--- config.mk ---
export PLATFORM = sky130hd
export DESIGN_NAME = pipe_stage_reg
export DESIGN_NICKNAME = d
export VERILOG_FILES = /design/src/rtl/pipe_stage_reg.sv
export SDC_FILE = /design/constraint.sdc
export NUM_CORES = 1
export LEC_CHECK = 0
export CAP_MARGIN = 20
export CORE_MARGIN = 2
export CORE_UTILIZATION = 40
export CTS_BUF_LIST = sky130_fd_sc_hd__clkbuf_8
export DETAILED_ROUTE_END_ITERATION = 7
export PLACE_DENSITY = 0.82
export RECOVER_POWER = 25
export SYNTH_ARGS = -nofsm -noshare
export SYNTH_HDL_FRONTEND = slang
export SYNTH_SLANG_ARGS = --single-unit
--- constraint.sdc ---
create_clock -name clk -period 2.26 [get_ports clk]
set_input_delay 0.226 -clock clk [delete_from_list [all_inputs] [get_ports clk]]
set_output_delay 0.226 -clock clk [all_outputs]
set_load 0.05 [all_outputs]
--- src/rtl/pipe_stage_reg.sv ---
// Pipeline stage register with valid/ready handshake, flush-to-bubble and a saturating stall
// counter. Define PIPE_STAGE_SKID_EN to add a skid entry that registers in_ready.
module pipe_stage_reg #(
  parameter int unsigned DATA_W = 128,
  parameter int unsigned CTRL_W = 16,
  parameter int unsigned CNT_W  = 16
) (
  input  logic              clk,
  input  logic              rst,
  input  logic              in_valid,
  output logic              in_ready,
  input  logic [DATA_W-1:0] in_data,
  output logic              out_valid,
  input  logic              out_ready,
  output logic [DATA_W-1:0] out_data,
  input  logic              flush,
  input  logic              clr_cnt,
  output logic [CNT_W-1:0]  stall_cnt
);

  // Ones over the control field; a shift by >= DATA_W yields zero, so CTRL_W == DATA_W works.
  localparam logic [DATA_W-1:0] CtrlMask = ~({DATA_W{1'b1}} << CTRL_W);
  localparam logic [CNT_W-1:0]  CntMax   = '1;

  logic              accept;
  logic              drain;
  logic              out_valid_q, out_valid_d;
  logic [DATA_W-1:0] out_data_q, out_data_d;
  logic [CNT_W-1:0]  stall_cnt_q, stall_cnt_d;

  assign accept = in_valid && in_ready;
  assign drain  = out_valid_q && out_ready;

`ifdef PIPE_STAGE_SKID_EN

  logic              skid_valid_q, skid_valid_d;
  logic [DATA_W-1:0] skid_data_q, skid_data_d;

  // Registered-state ready: no out_ready -> in_ready path.
  assign in_ready = rst && !skid_valid_q;

  always_comb begin
    out_valid_d  = out_valid_q;
    out_data_d   = out_data_q;
    skid_valid_d = skid_valid_q;
    skid_data_d  = skid_data_q;
    if (flush) begin
      out_valid_d  = 1'b0;
      skid_valid_d = 1'b0;
      out_data_d   = out_data_q & ~CtrlMask;
    end else if (skid_valid_q) begin
      if (drain) begin
        out_data_d   = skid_data_q;
        skid_valid_d = 1'b0;
      end
    end else if (out_valid_q) begin
      if (accept && !drain) begin
        skid_valid_d = 1'b1;
        skid_data_d  = in_data;
      end else if (accept) begin
        out_data_d = in_data;
      end else if (drain) begin
        out_valid_d = 1'b0;
        out_data_d  = out_data_q & ~CtrlMask;
      end
    end else if (accept) begin
      out_valid_d = 1'b1;
      out_data_d  = in_data;
    end
  end

  always_ff @(posedge clk) begin
    if (!rst) begin
      skid_valid_q <= 1'b0;
      skid_data_q  <= '0;
    end else begin
      skid_valid_q <= skid_valid_d;
      skid_data_q  <= skid_data_d;
    end
  end

`else

  assign in_ready = rst && (!out_valid_q || out_ready);

  always_comb begin
    out_valid_d = out_valid_q;
    out_data_d  = out_data_q;
    if (flush) begin
      out_valid_d = 1'b0;
      out_data_d  = out_data_q & ~CtrlMask;
    end else if (accept) begin
      out_valid_d = 1'b1;
      out_data_d  = in_data;
    end else if (drain) begin
      out_valid_d = 1'b0;
      out_data_d  = out_data_q & ~CtrlMask;
    end
  end

`endif

  always_comb begin
    stall_cnt_d = stall_cnt_q;
    if (clr_cnt) begin
      stall_cnt_d = '0;
    end else if (out_valid_q && !out_ready && (stall_cnt_q != CntMax)) begin
      stall_cnt_d = stall_cnt_q + 1'b1;
    end
  end

  always_ff @(posedge clk) begin
    if (!rst) begin
      out_valid_q <= 1'b0;
      out_data_q  <= '0;
      stall_cnt_q <= '0;
    end else begin
      out_valid_q <= out_valid_d;
      out_data_q  <= out_data_d;
      stall_cnt_q <= stall_cnt_d;
    end
  end

  assign out_valid = out_valid_q;
  assign out_data  = out_data_q;
  assign stall_cnt = stall_cnt_q;

endmodule

==> results of run 1 <==
worst max-delay path, cell delays in order:
cell and delay, ns:
clkdlybuf4s50_1 0.49, clkinv_2 0.13, clkbuf_4 0.43, buf_2 0.88
a21oi_1 0.09
power groups by stage:
stage	Sequential [uW]	Combinational [uW]	Clock, uW
after floorplan	2970	188	0
after global placement	2720	876	0
after detailed placement	2720	883	0
after CTS	2660	887	2300
after global routing	2670	929	2420
final	2660	878	2250
cell type report:
type                       count  share of cell area [%]
clock buffer                  19                    3.02
timing repair buffer         295                    34.0
inverter                       4                   0.188
clock inverter                13                    2.13
tap                          172                    2.49
multi-input combinational    453                    24.6
sequential                   145                    33.6
logic make-up after synthesis:
family	after synthesis
flops	145
simple gates	293
compound gates	157
mux	1
xor+xnor	1
fa+ha+maj	1
buf+inv	48
routing by layer:
metal	GRT usage, %	part of all wire, %	vias up
met2	40.0	50	194
met4	10.9	3.1	0
met1	27.3	40	2559
met3	6.76	6.9	46
li1	-	-	2697
met5	0	0	-
flip-flops by register name, summed over array words and instances (netlist names):
register and flops:
out_valid 1, out_data 128, stall_cnt 16
placed cells by master, fill, tap and decap left out, types with 2 or more instances in the layout:
cell type        instances
buf_4                   10
clkbuf_4                 2
clkinv_2                 4
buf_12                   3
nand3_1                  4
o31a_1                   2
o21ai_0                  3
dfxtp_1                145
or2_2                    2
clkinv_4                 2
clkbuf_8                19
nor4_1                   4
a22oi_1                 16
nor2_1                  20
a21oi_1                124
nand4_1                  5
or4_1                    7
and4_1                   2
nand2b_1                 2
bufinv_16                4
inv_1                    3
nor3_1                   2
or3_1                    3
nand2_1                233
o31ai_1                  7
clkinvlp_4               3
clkdlybuf4s50_1        277
and3_1                   4
per-stage QoR:
stage / setup WS (ns) / utilization, %
after floorplan: 0.124 / -
after global placement: 0.135 / 64.8
after detailed placement: 0.0327 / 64.8
after CTS: 0.234 / 68.3
after global routing: 0.108 / 68.0
final: 0.240 / 68.0
final timing paths:
| kind | startpoint | end | cells past startpoint |
|---|---|---|---|
| setup / recovery | rst | out_data[61] | 5 |
| hold / removal | in_data[30] | out_data[30] | 3 |
| setup reg to reg | out_valid | out_data[91] | 6 |
| hold reg to reg | out_data[111] | out_data[111] | 2 |
==> impl_results.md, run 1 <==
* Netlist cell types at 38
* Outcome: finished, final reports clean
* Cts repair resizes at 0
* Routed wire length at around 17000 um
* Final #Nets at 1051
* Router iterations before antenna repair at 4
* RePlAce Congestion at between 0.8 and 0.9
* Capturing element type of the critical path: flip-flop
* Max-Cap Viols at 0
* Skew final at 0.00708 ns
* Grt ovf at 0
* Post-synth top cells: nand2_1, dfxtp_1, a21oi_1
* FF-to-FF setup slack at 0.31 ns
* Core area at 12700 um^2
* Fin. Hold Viols at 0
* VDD IR max at 0.528 mV
* Dpl hpwl at 11700 um
* Multiplexer share of the synthesized area at 0.191%
* Req. time, crit path at 2.53 ns
* Number of enable flip-flop cells after synthesis at 0
* Setup_tns at 0 ns
* Adder-Cell Fraction of Synth Area at less than 1%
* Async SR Flop Fraction at 0%
* Hold Buf Count CTS at 0
* Setup bufs post-CTS at 0
* Arr. time, crit path at between 2 and 2.5 ns
* Pwr Total at 5790 uW
* Largest net degree at the start of global routing at 108
* Die Ht at ~120 um
* CTS tree: built
* # clock sinks at roughly 150
* Psw at around 1500 uW
* Cell row count at 41
* Placed cell count at 1069
* Final ANT Viol Nets at 0
* Largest family of logic cells by synthesized area: simple AND/OR/NAND/NOR gates
* Mean Syn Cell Area at approximately 8.1 um^2
* Via count at 5496
* Max-slew violations at 0
* Fmax at 495 MHz
* Measured slew at the worst slew-check pin at 1.05 ns
* Ys flop type: dfxtp_1
* Port Buffer Count at 279
* Combinational share of power at 15.2%
* Syn Inst Count at ~650
* Clk slew on worst S/H paths at about 0.080 ns
* Power density cells at between 600 and 700 nW/um^2
* Leakage at 0.00298 uW
* WL per Instance at 15.3 um
* Worst-Skew Late Latency at between 0.4 and 0.5 ns
* First-pass GRT wire length at 26700 um
* Syn nets at 781
* Clk pwr share at between 30% and 40%
* Initial antenna violation count at 0
* Storage cell area at 2900 um^2
* Multi-input logic area at 2130 um^2
* Number of vias per cell at 4.99
* CTS buffer count at 17
* Sequential share of power at 46.0%
* Number of global-route vias before repair at 5283
* Xor/xnor cell area share of the yosys netlist at 0.167%
* IO Pins at 280
* Largest area contributor in the netlist: dfxtp_1
* Area after DPL at 8240 um^2
* DRC at 0
* Die area at 14100 um^2
* Critical path fanouts, max at 57
* Yosys top cell area share at 55.3%
* Area contributors post-synth: dfxtp_1, nand2_1, a21oi_1, a22oi_1, buf_2
* Finished Cell Area at 8650 um^2
* H-tree depth at 4
* Flops & latches, synth at 145
* Mapped Area at roughly 5300 um^2
* Final min period at 2.02 ns
* Most common cell in the netlist: nand2_1
* Post-Synth Simple-Gate Area at 23.7%
* Rel. slew slack at 30.3%
* Unrepaired setup endpoints after global routing: false
* Final setup fails at 0
* Die width at 119 um
* Internal power at 4280 uW
* Synth Area in Compound Gates at 16.5%
* Share of layout cells above drive strength 1 at 5.81%
* WS Path Type: input port to flip-flop
* Starting density of the core at 41.3%
* GR Util All Layers at 23.5%
* Root buffer cell: clkbuf_8
* YS warnings at 0
* Period utilisation layout at 89.4%
* Area grow syn2layout at 64.6%
* Sw frac at 26.1%
* Antenna Cells at 0
* Post-Layout Cell Count at 1101
* WHS at ~0.32 ns
* Fill count at 1073
* CP Launch Type: input port
* Sequential fraction of the synthesis area at ~55%
* CTS Buffer Depth at 2
* Hold Path Class: input port to flip-flop
* DR iter-0 viols at 299
Note: power is estimated with default switching activity, not from simulation.
==> inputs of run 2 (changes only) <==
- CTS_BUF_LIST: sky130_fd_sc_hd__clkbuf_8 -> sky130_fd_sc_hd__clkbuf_2
==> run 2 against run 1 <==
Combinational power grew 20%. Register-to-register slack lost 0.06 ns. Power shrank 6.6%. Via count grew 12%. Clock skew grew 0.017 ns. Critical path type is now flip-flop to primary output. Critical endpoint is now out_data[102].
==> impl_results.md, run 2 (synthesis gave the netlist of run 1 again) <==
* Outcome: finished, final reports clean
* Post-place setup slack at 0.0327 ns (unchanged)
* Most frequent cells in the layout: nand2_1, clkdlybuf4s50_1, dfxtp_1, a21oi_1, dlygate4sd3_1
* Hold path cells at 3 (unchanged)
* CP Buf/Inv Count at 1 (-3)
* Starting density of the core at 41.3% (unchanged)
* IO Pins at 280 (unchanged)
* CP peak stage delay at 0.83 ns (-0.05 ns)
* WP depth at 1 (-4)
* Die Ht at 119 um (unchanged)
* Grt ovf at 0 (unchanged)
* Share of layout cells above drive strength 1 at 5.14% (-0.68 points)
* Storage cell area at 2900 um^2 (unchanged)
* WS Path Type: flip-flop to primary output
* Pwr Total at 5400 uW (-6.6%)
* Multi-input logic area at 2120 um^2 (-0.29%)
* CP max-delay cell: clkdlybuf4s50_1
* Rel. slew slack at 28.8% (-1.5 points)
* Routed wire length at 20700 um (+23%)
* GR Util All Layers at 28.2% (+4.7 points)
* Router iterations before antenna repair at 4 (unchanged)
* Req. time, crit path at 2.03 ns (-0.50 ns)
* Hold Path Class: input port to flip-flop
* Via count at 6146 (+12%)
* Critical path fanouts, max at 2 (-96%)
* CP Cell Sequence: clkdlybuf4s50_1
* VDD IR max at 0.633 mV (+20%)
* CP top delay family: buffers and inverters
* Setup_tns at 0 ns (unchanged)
* DRC at 0 (unchanged)
* Dpl hpwl at 11700 um (unchanged)
* Worst-Skew Late Latency at 0.71 ns (+0.27 ns)
* Finished Cell Area at 9610 um^2 (+11%)
* Final setup fails at 0 (unchanged)
* Die area at 14100 um^2 (unchanged)
* Number of vias per cell at 5.10 (+2.1%)
* Fill count at 847 (-21%)
* Max-slew violations at 0 (unchanged)
* Port Buffer Count at 279 (unchanged)
* Worst setup margin at 0.119 ns (-0.121 ns)
* Area grow syn2layout at 82.9%
* CTS tree: built
* Arr. time, crit path at 1.92 ns (-0.37 ns)
* Final ANT Viol Nets at 0 (unchanged)
* Number of global-route vias before repair at 6174 (+17%)
* Skew final at 0.0245 ns (+0.0174 ns)
* Fmax at 467 MHz (-5.7%)
* Area after DPL at 8240 um^2 (unchanged)
* RePlAce Congestion at 0.862 (unchanged)
* Final #Nets at 1154 (+9.8%)
* Period utilisation layout at 94.7% (+5.4 points)
* Largest net degree at the start of global routing at 108 (unchanged)
* Cell row count at 41 (unchanged)
* Capturing element type of the critical path: primary output
* H-tree depth at 4 (unchanged)
* Core area at 12700 um^2 (unchanged)
* Commonest non-fill, non-tap cell in the layout: nand2_1
* Final Core Density at 75.5% (+7.6 points)
* Die width at 119 um (unchanged)
* Final min period at 2.14 ns (+0.121 ns)
* Initial antenna violation count at 1 (+1)
* Leakage at 0.00434 uW (+46%)
* CTS Buffer Depth at 2 (unchanged)
* CTS buffer count at 17 (unchanged)
* Measured slew at the worst slew-check pin at 1.06 ns (+0.0161 ns)
* WL per Instance at 17.2 um (+12%)
* First-pass GRT wire length at 31800 um (+19%)
* Fin. Hold Viols at 0 (unchanged)
* DR iter-0 viols at 537 (+80%)
* CP Launch Type: flip-flop
* Power density cells at 562 nW/um^2 (-16%)
* Clk slew on worst S/H paths at 0.20 ns (+0.12 ns)
* R2R cell count at 6 (unchanged)
* Max-Cap Viols at 0 (unchanged)
* # clock sinks at 145 (unchanged)
* Max FFs per register at 128 (unchanged)
* Root buffer cell: clkbuf_2
==> run 2: changes by cell type in the layout (fill, tap and decap cells not counted), sizes merged <==
cell	delta
diode	+2
clkdlybuf4s50	-67
clkinv	+2
clkbuf	-2
dlymetal6s2s	+52
dlygate4sd2	+16
dlygate4sd3	+102
==> run 2: final timing paths <==
| check | from | endpoint | slack, ns |
|---|---|---|---|
| max | out_data[102] | out_data[102] | 0.12 |
| min | in_data[68] | out_data[68] | 0.09 |
| min reg2reg | out_data[17] | out_data[17] | 0.46 |
| max reg2reg | out_valid | out_data[25] | 0.25 |
==> run 2: layer usage <==
metal | global-route usage [%] | part of all wire (%) | vias up
met5 | 0 | 0 | -
met4 | 12.9 | 3.8 | 0
met3 | 7.43 | 6.3 | 55
met2 | 50.8 | 52 | 259
met1 | 30.7 | 38 | 2923
li1 | - | - | 2909
==> run 2: per-stage QoR <==
stage	hold WS, ns	instances
4_1_cts	0.00169	1199
2_1_floorplan	0.362	646
3_5_place_dp	0.445	1069
3_3_place_gp	0.441	1069
6_report	0.0930	1206
5_1_grt	0.00455	1205
==> run 2: final cells by class <==
type | instances | share of cell area, %
clock buffers | 17 | 0.885
multi-input cells | 453 | 22.1
repair buffers | 398 | 42.4
inverters | 4 | 0.169
well taps | 172 | 2.24
clock inverters | 15 | 1.99
diodes | 2 | 0.0521
flip-flops and latches | 145 | 30.2
==> run 2: report_power, final <==
group / internal (uW) / total, uW / switching (uW)
clock network: 718 / 1680 / 963
logic: 502 / 1050 / 546
registers: 2630 / 2670 / 38.7
total: 3860 / 5400 / 1550
==> run 2: timing repair <==
item                                    CTS  global route
cloned                                    0             0
hold endpoints to repair                 98             5
hold buffers                             98             5
resized for setup                        16            53
endpoints found under the setup margin   16            53
setup buffers                             0             0
==> inputs of run 3 (changes only) <==
- CTS_CLUSTER_SIZE: unset -> 10
==> results of run 3 <==
No change in the layout: final DEF, timing and power equal those of run 2.
